--- config.mk ---
export PLATFORM = sky130hd
export DESIGN_NAME = icall_ccnn_sequencer
export DESIGN_NICKNAME = d
export VERILOG_FILES = /design/src/rtl/norz_icall_pkg.sv /design/src/rtl/icall_cond_eval.sv /design/src/rtl/icall_ccnn_sequencer.sv
export SDC_FILE = /design/constraint.sdc
export NUM_CORES = 1
export LEC_CHECK = 0
export ABC_AREA = 1
export CAP_MARGIN = 20
export CORE_MARGIN = 4
export CORE_UTILIZATION = 50
export CTS_CLUSTER_DIAMETER = 50
export CTS_CLUSTER_SIZE = 8
export DETAILED_ROUTE_END_ITERATION = 10
export GPL_ROUTABILITY_DRIVEN = 0
export HOLD_SLACK_MARGIN = 0.06
export PLACE_DENSITY = 0.86
export SYNTH_ARGS = -nofsm -noshare
export SYNTH_HDL_FRONTEND = slang
export SYNTH_SLANG_ARGS = --single-unit
--- constraint.sdc ---
create_clock -name clock -period 2.2 [get_ports clock]
set_input_delay 0.44 -clock clock [delete_from_list [all_inputs] [get_ports clock]]
set_output_delay 0.44 -clock clock [all_outputs]
set_load 0.01 [all_outputs]
--- src/rtl/norz_icall_pkg.sv ---
// Shared types and constants for the conditional CALL cc,nn sequencer:
// FSM state encoding, condition indices and flag-register bit positions.
package norz_icall_pkg;

  typedef enum logic [2:0] {
    ST_IDLE    = 3'd0,
    ST_RD_LO   = 3'd1,
    ST_RD_HI   = 3'd2,
    ST_EVAL    = 3'd3,
    ST_PUSH_HI = 3'd4,
    ST_PUSH_LO = 3'd5,
    ST_FINISH  = 3'd6
  } state_e;

  localparam logic [2:0] COND_NZ = 3'd0;
  localparam logic [2:0] COND_Z  = 3'd1;
  localparam logic [2:0] COND_NC = 3'd2;
  localparam logic [2:0] COND_C  = 3'd3;
  localparam logic [2:0] COND_PO = 3'd4;
  localparam logic [2:0] COND_PE = 3'd5;
  localparam logic [2:0] COND_P  = 3'd6;
  localparam logic [2:0] COND_M  = 3'd7;

  localparam int FLAG_S  = 7;
  localparam int FLAG_Z  = 6;
  localparam int FLAG_H  = 4;
  localparam int FLAG_PV = 2;
  localparam int FLAG_N  = 1;
  localparam int FLAG_C  = 0;

  // Only meaningful for a one-hot input; the caller qualifies with $onehot.
  function automatic logic [2:0] onehot_to_idx(input logic [7:0] oh);
    logic [2:0] idx;
    idx = '0;
    for (int i = 0; i < 8; i++) begin
      if (oh[i]) idx = 3'(i);
    end
    return idx;
  endfunction

endpackage

--- src/rtl/icall_cond_eval.sv ---
// Combinational cc-condition test: selects one of the eight CALL conditions
// by index k and evaluates it against the current flag register.
module icall_cond_eval
  import norz_icall_pkg::*;
(
  input  logic [2:0] k,
  input  logic [7:0] flags,
  output logic       taken
);

  // H, N and the undefined bits never take part in a CALL condition.
  logic unused_flags;
  assign unused_flags = ^{flags[FLAG_H], flags[FLAG_N], flags[5], flags[3]};

  always_comb begin
    taken = 1'b0;
    case (k)
      COND_NZ: taken = !flags[FLAG_Z];
      COND_Z:  taken =  flags[FLAG_Z];
      COND_NC: taken = !flags[FLAG_C];
      COND_C:  taken =  flags[FLAG_C];
      COND_PO: taken = !flags[FLAG_PV];
      COND_PE: taken =  flags[FLAG_PV];
      COND_P:  taken = !flags[FLAG_S];
      COND_M:  taken =  flags[FLAG_S];
    endcase
  end

endmodule

--- src/rtl/icall_ccnn_sequencer.sv ---
// Conditional CALL cc,nn sequencer: fetches nn, tests cc, pushes the return address.
// Build macro ICALL_TAKEN_COUNT_EN adds a saturating 16-bit TakenCount output.
//
// state      | meaning
// -----------+-----------------------------------------------------------
// IDLE       | waiting for a one-hot start; rejects multi-hot starts
// RD_LO      | bus read of nn[7:0] at latched PC
// RD_HI      | bus read of nn[15:8] at PC+1
// EVAL       | test condition k against Flags, no bus activity
// PUSH_HI    | bus write of (PC+2)[15:8] to SP-1
// PUSH_LO    | bus write of (PC+2)[7:0] to SP-2
// FINISH     | one-cycle PC/SP load and Done pulse
module icall_ccnn_sequencer
  import norz_icall_pkg::*;
(
  input  logic        clock,
  input  logic        notReset,
  input  logic [7:0]  P2_Set_ICALLccnn,
  input  logic [7:0]  Flags,
  input  logic [15:0] PC,
  input  logic [15:0] SP,
  output logic        MemReq,
  output logic        MemWr,
  output logic [15:0] MemAddr,
  output logic [7:0]  MemWrData,
  input  logic [7:0]  MemRdData,
  input  logic        MemReady,
  output logic        PC_Load,
  output logic [15:0] PC_Next,
  output logic        SP_Load,
  output logic [15:0] SP_Next,
  output logic        Busy,
  output logic        Done,
`ifdef ICALL_TAKEN_COUNT_EN
  output logic [15:0] TakenCount,
`endif
  output logic        BadStart
);

  state_e      state_q, state_d;
  logic [2:0]  k_q;
  logic [15:0] pc_q;
  logic [15:0] sp_q;
  logic [15:0] nn_q;
  logic        taken_q;
  logic        bad_start_q;

  logic        cond_taken;
  logic        start_onehot;
  logic        start_multi;
  logic        start_any;
  logic [15:0] ret_addr;

  assign start_onehot = $onehot(P2_Set_ICALLccnn);
  assign start_multi  = ($countones(P2_Set_ICALLccnn) > 1);
  assign start_any    = |P2_Set_ICALLccnn;
  assign ret_addr     = pc_q + 16'd2;

  icall_cond_eval u_cond_eval (
    .k     (k_q),
    .flags (Flags),
    .taken (cond_taken)
  );

  always_ff @(posedge clock or negedge notReset) begin
    if (!notReset) begin
      state_q <= ST_IDLE;
    end else begin
      state_q <= state_d;
    end
  end

  always_comb begin
    state_d = state_q;
    case (state_q)
      ST_IDLE:    if (start_onehot) state_d = ST_RD_LO;
      ST_RD_LO:   if (MemReady) state_d = ST_RD_HI;
      ST_RD_HI:   if (MemReady) state_d = ST_EVAL;
      ST_EVAL:    state_d = cond_taken ? ST_PUSH_HI : ST_FINISH;
      ST_PUSH_HI: if (MemReady) state_d = ST_PUSH_LO;
      ST_PUSH_LO: if (MemReady) state_d = ST_FINISH;
      ST_FINISH:  state_d = ST_IDLE;
      default:    state_d = ST_IDLE;
    endcase
  end

  // Outputs decode from registered state only, so reset clears them at once.
  always_comb begin
    MemReq    = 1'b0;
    MemWr     = 1'b0;
    MemAddr   = 16'h0000;
    MemWrData = 8'h00;
    PC_Load   = 1'b0;
    PC_Next   = 16'h0000;
    SP_Load   = 1'b0;
    SP_Next   = 16'h0000;
    Done      = 1'b0;
    case (state_q)
      ST_RD_LO: begin
        MemReq  = 1'b1;
        MemAddr = pc_q;
      end
      ST_RD_HI: begin
        MemReq  = 1'b1;
        MemAddr = pc_q + 16'd1;
      end
      ST_PUSH_HI: begin
        MemReq    = 1'b1;
        MemWr     = 1'b1;
        MemAddr   = sp_q - 16'd1;
        MemWrData = ret_addr[15:8];
      end
      ST_PUSH_LO: begin
        MemReq    = 1'b1;
        MemWr     = 1'b1;
        MemAddr   = sp_q - 16'd2;
        MemWrData = ret_addr[7:0];
      end
      ST_FINISH: begin
        PC_Load = 1'b1;
        Done    = 1'b1;
        PC_Next = taken_q ? nn_q : ret_addr;
        SP_Load = taken_q;
        SP_Next = taken_q ? (sp_q - 16'd2) : sp_q;
      end
      default: ;
    endcase
  end

  assign Busy     = (state_q != ST_IDLE);
  assign BadStart = bad_start_q;

  always_ff @(posedge clock or negedge notReset) begin
    if (!notReset) begin
      k_q     <= '0;
      pc_q    <= '0;
      sp_q    <= '0;
      nn_q    <= '0;
      taken_q <= 1'b0;
    end else begin
      if (state_q == ST_IDLE && start_onehot) begin
        k_q     <= onehot_to_idx(P2_Set_ICALLccnn);
        pc_q    <= PC;
        sp_q    <= SP;
        taken_q <= 1'b0;
      end
      if (state_q == ST_RD_LO && MemReady) nn_q[7:0]  <= MemRdData;
      if (state_q == ST_RD_HI && MemReady) nn_q[15:8] <= MemRdData;
      if (state_q == ST_EVAL) taken_q <= cond_taken;
    end
  end

  // A start while busy is dropped; in IDLE only a multi-hot start is flagged.
  always_ff @(posedge clock or negedge notReset) begin
    if (!notReset) begin
      bad_start_q <= 1'b0;
    end else if (state_q == ST_IDLE) begin
      bad_start_q <= start_multi;
    end else begin
      bad_start_q <= start_any;
    end
  end

`ifdef ICALL_TAKEN_COUNT_EN
  logic [15:0] taken_count_q;

  always_ff @(posedge clock or negedge notReset) begin
    if (!notReset) begin
      taken_count_q <= 16'h0000;
    end else if (state_q == ST_FINISH && taken_q && taken_count_q != 16'hFFFF) begin
      taken_count_q <= taken_count_q + 16'd1;
    end
  end

  assign TakenCount = taken_count_q;
`endif

endmodule
==> results.toml, run 1 <==
[clock_network]
cts_max_path_buffers = 2
tritoncts.num_buffers = 5
clock-root-buffer = "clkbuf_8"
cts-hold-fix-buffers = 0
h-tree-depth = 2
clkSinkCount = 56

[synth]
ys_seq_elements = 56
ys_seq_area_share_pct = 30.2
synth_top_area_share_pct = 30.2
ys_warn_count = 0
syn_inst = 703
syn_area_um2 = 4630
yosys-top-cells-area = "dfrtp_1 30%, nand2_1 18%, nand3_1 8.7%"
syn_avg_cell_area_um2 = 6.59
yosysUniqueCellTypes = 35
yosysTopAreaCell = "dfrtp_1"
synth_fp_nets = 775

[floorplan]
ios = 122
die_w_um = 104
die_h_um = 104
initial_core_util_pct = 52.4
rows = 34

[outcome]
toolErrorMsg = "[ERROR DPL-0038] Utilization greater than 100%, impossible to legalize"
lastStage = "5_1_grt"
status = "did not finish"

[timing]
postGrtWorstEndpoint = "sp_q[14]$_DFFE_PN0P_/D"
worst_path_end_type = "register data pin"

[placed_design]
io_buffers = 117
hpwl_um = 13300

[grt]
grt_max_degree = 36
==> synth_stat cells <==
cell type and n:
o22ai_1 7, nor3_4 1, clkinv_4 1, nand2_1 217, xnor2_1 1, a22oi_1 2
nand4_1 10, a21oi_1 8, nand2_2 4, buf_6 9, inv_1 92, o2111ai_1 2
xor2_1 12, dfrtp_1 56, nand2_4 3, nor2_4 4, inv_2 9, buf_2 3
ha_1 9, nor2_1 43, o21ai_1 27, fa_1 4, nand3_2 3, nand3b_1 2
a22o_1 1, buf_4 8, o21ai_2 13, buf_8 1, o21ai_0 61, or2_2 2
inv_4 1, a31oi_1 1, o211ai_1 2, nor2_2 3, nand3_1 81
==> per-stage QoR <==
stage	setup slack [ps]	area (µm²)	hold WS, ps	setup TNS [ps]	instances
floorplan	-1160	4660	144	-42050	703
global placement	-1830	6790	449	-75800	1032
detailed placement	-2010	6790	454	-83700	1032
CTS	-1310	8020	114	-52940	1088
==> cells by family after synthesis <==
family | Yosys count | synth area share, %
and+or+nand+nor | 373 | 35.4
AOI/OAI and AO/OA | 124 | 15.1
buffers and inverters | 124 | 12.6
DFF | 56 | 30.2
xor gates and xnor gates | 13 | 2.46
adders and majority gates | 13 | 4.16
==> repair_timing <==
item | in CTS
gates cloned | 10
resized for setup | 455
buffers inserted | 42
pin swaps | 51
endpoints found under the setup margin | 100
==> run 2, diff against run 1 <==
--- a/config.mk
+++ b/config.mk
@@ -8,13 +8,10 @@
 export ABC_AREA = 1
 export CAP_MARGIN = 20
 export CORE_MARGIN = 4
-export CORE_UTILIZATION = 50
-export CTS_CLUSTER_DIAMETER = 50
-export CTS_CLUSTER_SIZE = 8
+export CORE_UTILIZATION = 40
 export DETAILED_ROUTE_END_ITERATION = 10
 export GPL_ROUTABILITY_DRIVEN = 0
-export HOLD_SLACK_MARGIN = 0.06
-export PLACE_DENSITY = 0.86
+export PLACE_DENSITY_LB_ADDON = 0.15
 export SYNTH_ARGS = -nofsm -noshare
 export SYNTH_HDL_FRONTEND = slang
 export SYNTH_SLANG_ARGS = --single-unit
==> run 2 against run 1 <==
  * The flow now finishes, with violations (negative setup slack)
  * Area after synthesis unchanged
  * Synthesized cell count unchanged
==> results.toml, run 2 <==
[outcome]
status = "complete, but fails checks"
violations = "negative setup slack"

[final_layout]
final_cells = 1136
antennaDiodeCount = 0
seqCellArea_um2 = 1410
largestRegisters = "nn_q x16, pc_q x16, sp_q x16"
area_delta_synth_final_pct = 86.3
final_cell_mix = "150 x nand2_1, 126 x buf_4, 74 x inv_1"
mostFrequentLayoutCell = "nand2_1"
multi_input_area_um2 = 3750
nets = 1064
post_route_cells_drive_above_1_share_pct = 51.2
fill_cells = 776

[clock_network]
clkSinkCount = 56
tritoncts.num_buffers = 5
cts_max_path_buffers = 2
clk_latency_ps = 300
cts_tree = "done"
path_clk_slew_ps = 80
h-tree-depth = 2
clock-root-buffer = "clkbuf_16"

[timing]
rsz0062_at_grt = "yes"
maxSlewViolCount = 0
period_needed_ps = 3330
finalSetupViolCount = 82
tightest_slew_ps = 445
finalCritPeriodShare_pct = 152
hold_viol = 0
slew_headroom_pct = 70.2
fin_skew_ps = 2.07
max_freq_mhz = 300
setup_slack_ps = -1130

[synth]
syn_inst = 703
yosysUniqueCellTypes = 35
syn_avg_cell_area_um2 = 6.59
ys_warn_count = 0
synth_top_area_share_pct = 30.2
synth_fp_nets = 775
synth_edf_count = 0
yosysTopAreaCell = "dfrtp_1"
syn_area_um2 = 4630
synth_top_flop_cell = "dfrtp_1"
synth-async-reset-ratio_pct = 100
ys_seq_area_share_pct = 30.2
yosys-top-cells-count = "217 x nand2_1, 92 x inv_1, 81 x nand3_1"
yosys-top-cells-area = "dfrtp_1 30%, nand2_1 18%, nand3_1 8.7%"
yosysMostFrequentCell = "nand2_1"
ys_seq_elements = 56

[grt]
grt_pass1_wl_um = 29600
antenna_found_initial = 0
track_usage_pct = 28.2
grt_pass1_vias = 6119
grt_max_degree = 57
overflow = 0

[critical_path]
cp-end-kind = "flop"
r2r-end = "sp_q[6]"
timing.rr.start = "state_q[1]"
r2r_cells = 10
start_kind = "input port"
regToRegSetupSlack_ps = 370
cp_common_cell = "fa_1"
crit_fanout = 10
cp.required_ps = 2420
path_cells = "buf_8 -> inv_12 -> fa_1 -> fa_1 -> fa_1 -> inv_1 -> ha_2 -> inv_2 -> fa_2 -> nand2_2 -> inv_2 -> nand3_4 -> inv_8 -> buf_4 -> buf_12 -> nand2_1 -> o21ai_1"
worstPathArrival_ps = 3550
max_stage_delay_ps = 540
crit_buf_inv = 8
crit_type = "input port to flop"
crit_family = "adder cells"
slowest_stage = "fa_1"

[pwr]
total_power_w = 0.0111
p_clk_share_pct = 7.4
ir_worst_vdd_uv = 914
seq_power_share_pct = 19.1
p_comb_share_pct = 73.5
power_leakage_nw = 4.13
p_sw_w = 0.00560
power_density_nw_per_um2 = 1290
intPower_w = 0.00555
p_sw_share_pct = 50.2

[routing]
dr.first_iter.drc_count = 836
ant_nets = 0
wire_per_inst_um = 20.2
drc = 0
drt_pre_antenna_iters = 5
wl_um = 22900
dr_total_vias = 6506
vias_per_cell = 5.73

[run]
cap_violations = 0

[floorplan]
fp.dieArea_um2 = 13400
die_w_um = 116
die_h_um = 116
core-area_um2 = 11400
ios = 122
initial_core_util_pct = 40.8
rows = 39

[placed_design]
hpwl_um = 12500
dp_cells = 1049
io_buffers = 117

[worst_hold_path]
hold_path_class = "input port to async pin"
[run 2: cell counts after synthesis]
No cell type changed its count.
[run 2: how the worst max path moves through the flow]
stage | from | to | slack, ps | cells past startpoint
6_report | P2_Set_ICALLccnn[0] | sp_q[6] | -1130 | 17
5_1_grt | P2_Set_ICALLccnn[0] | pc_q[2] | -1240 | 18
4_1_cts | P2_Set_ICALLccnn[3] | k_q[0] | -1220 | 19
3_5_place_dp | P2_Set_ICALLccnn[0] | sp_q[11] | -1930 | 15
3_3_place_gp | P2_Set_ICALLccnn[0] | sp_q[12] | -1840 | 15
2_1_floorplan | P2_Set_ICALLccnn[0] | sp_q[1] | -1160 | 15
[run 2: power by group through the flow]
stage / clock network (W) / logic [W] / registers, W
6_report: 0.000829 / 0.00819 / 0.00213
5_1_grt: 0.000869 / 0.00863 / 0.00216
4_1_cts: 0.000832 / 0.00662 / 0.00204
3_5_place_dp: 0 / 0.00557 / 0.00199
3_3_place_gp: 0 / 0.00546 / 0.00198
2_1_floorplan: 0 / 0.00281 / 0.00195
[run 2: cell families (layout without fill, tap and decap cells)]
logic type      Yosys count  after routing  synth area share, %
simple gates            373            373                 35.4
flops                    56             56                 30.2
compound gates          124            124                 15.1
xor+xnor                 13             13                 2.46
buf+inv                 124            414                 12.6
fa+ha+maj                13             13                 4.16
[run 2: per-stage QoR]
stage / util [%] / setup WS [ps] / hold WS [ps] / TNS [ps] / instance area [µm²]
after global routing: 76.0 / -1240 / 168 / -54980 / 8640
after detailed placement: 58.6 / -1930 / 471 / -80960 / 6660
after floorplan: - / -1160 / 144 / -42050 / 4660
after CTS: 69.3 / -1220 / 151 / -48050 / 7880
after global placement: 58.6 / -1840 / 464 / -77370 / 6660
final: 76.0 / -1130 / 127 / -47740 / 8640
[run 2: layer usage]
layer / GRT usage (%) / wire length [µm]
met4: 13.0 / 1730
met3: 4.13 / 2000
met1: 33.9 / 7960
met2: 49.6 / 11200
met5: 0 / 0
[run 2: worst reg2reg max path, stage by stage, from the launching register on]
cell     delay (ps)
dfrtp_2         480
buf_4           160
buf_4           130
nor3_4          180
buf_4           170
nand3_4         100
inv_8           100
buf_4           120
buf_12          130
nand2_1          70
o21ai_1         100
[run 2: timing repair]
| item | CTS | global route |
|---|---|---|
| buffers inserted | 55 | 36 |
| hold buffers | 0 | 0 |
| cloned | 7 | 2 |
| pin swaps | 58 | 103 |
| endpoints found under the setup margin | 98 | 94 |
| gates resized for setup | 411 | 220 |
[run 2: area by class of cell]
class | count | share of cell area (%)
Multi-Input combinational cell | 523 | 43.4
Timing Repair Buffer | 302 | 31.2
Sequential cell | 56 | 16.3
Inverter | 103 | 5.17
Tap cell | 143 | 2.07
Clock buffer | 5 | 1.45
Clock inverter | 3 | 0.217
Timing Repair inverter | 1 | 0.130
Note: power is estimated with default switching activity, not from simulation.
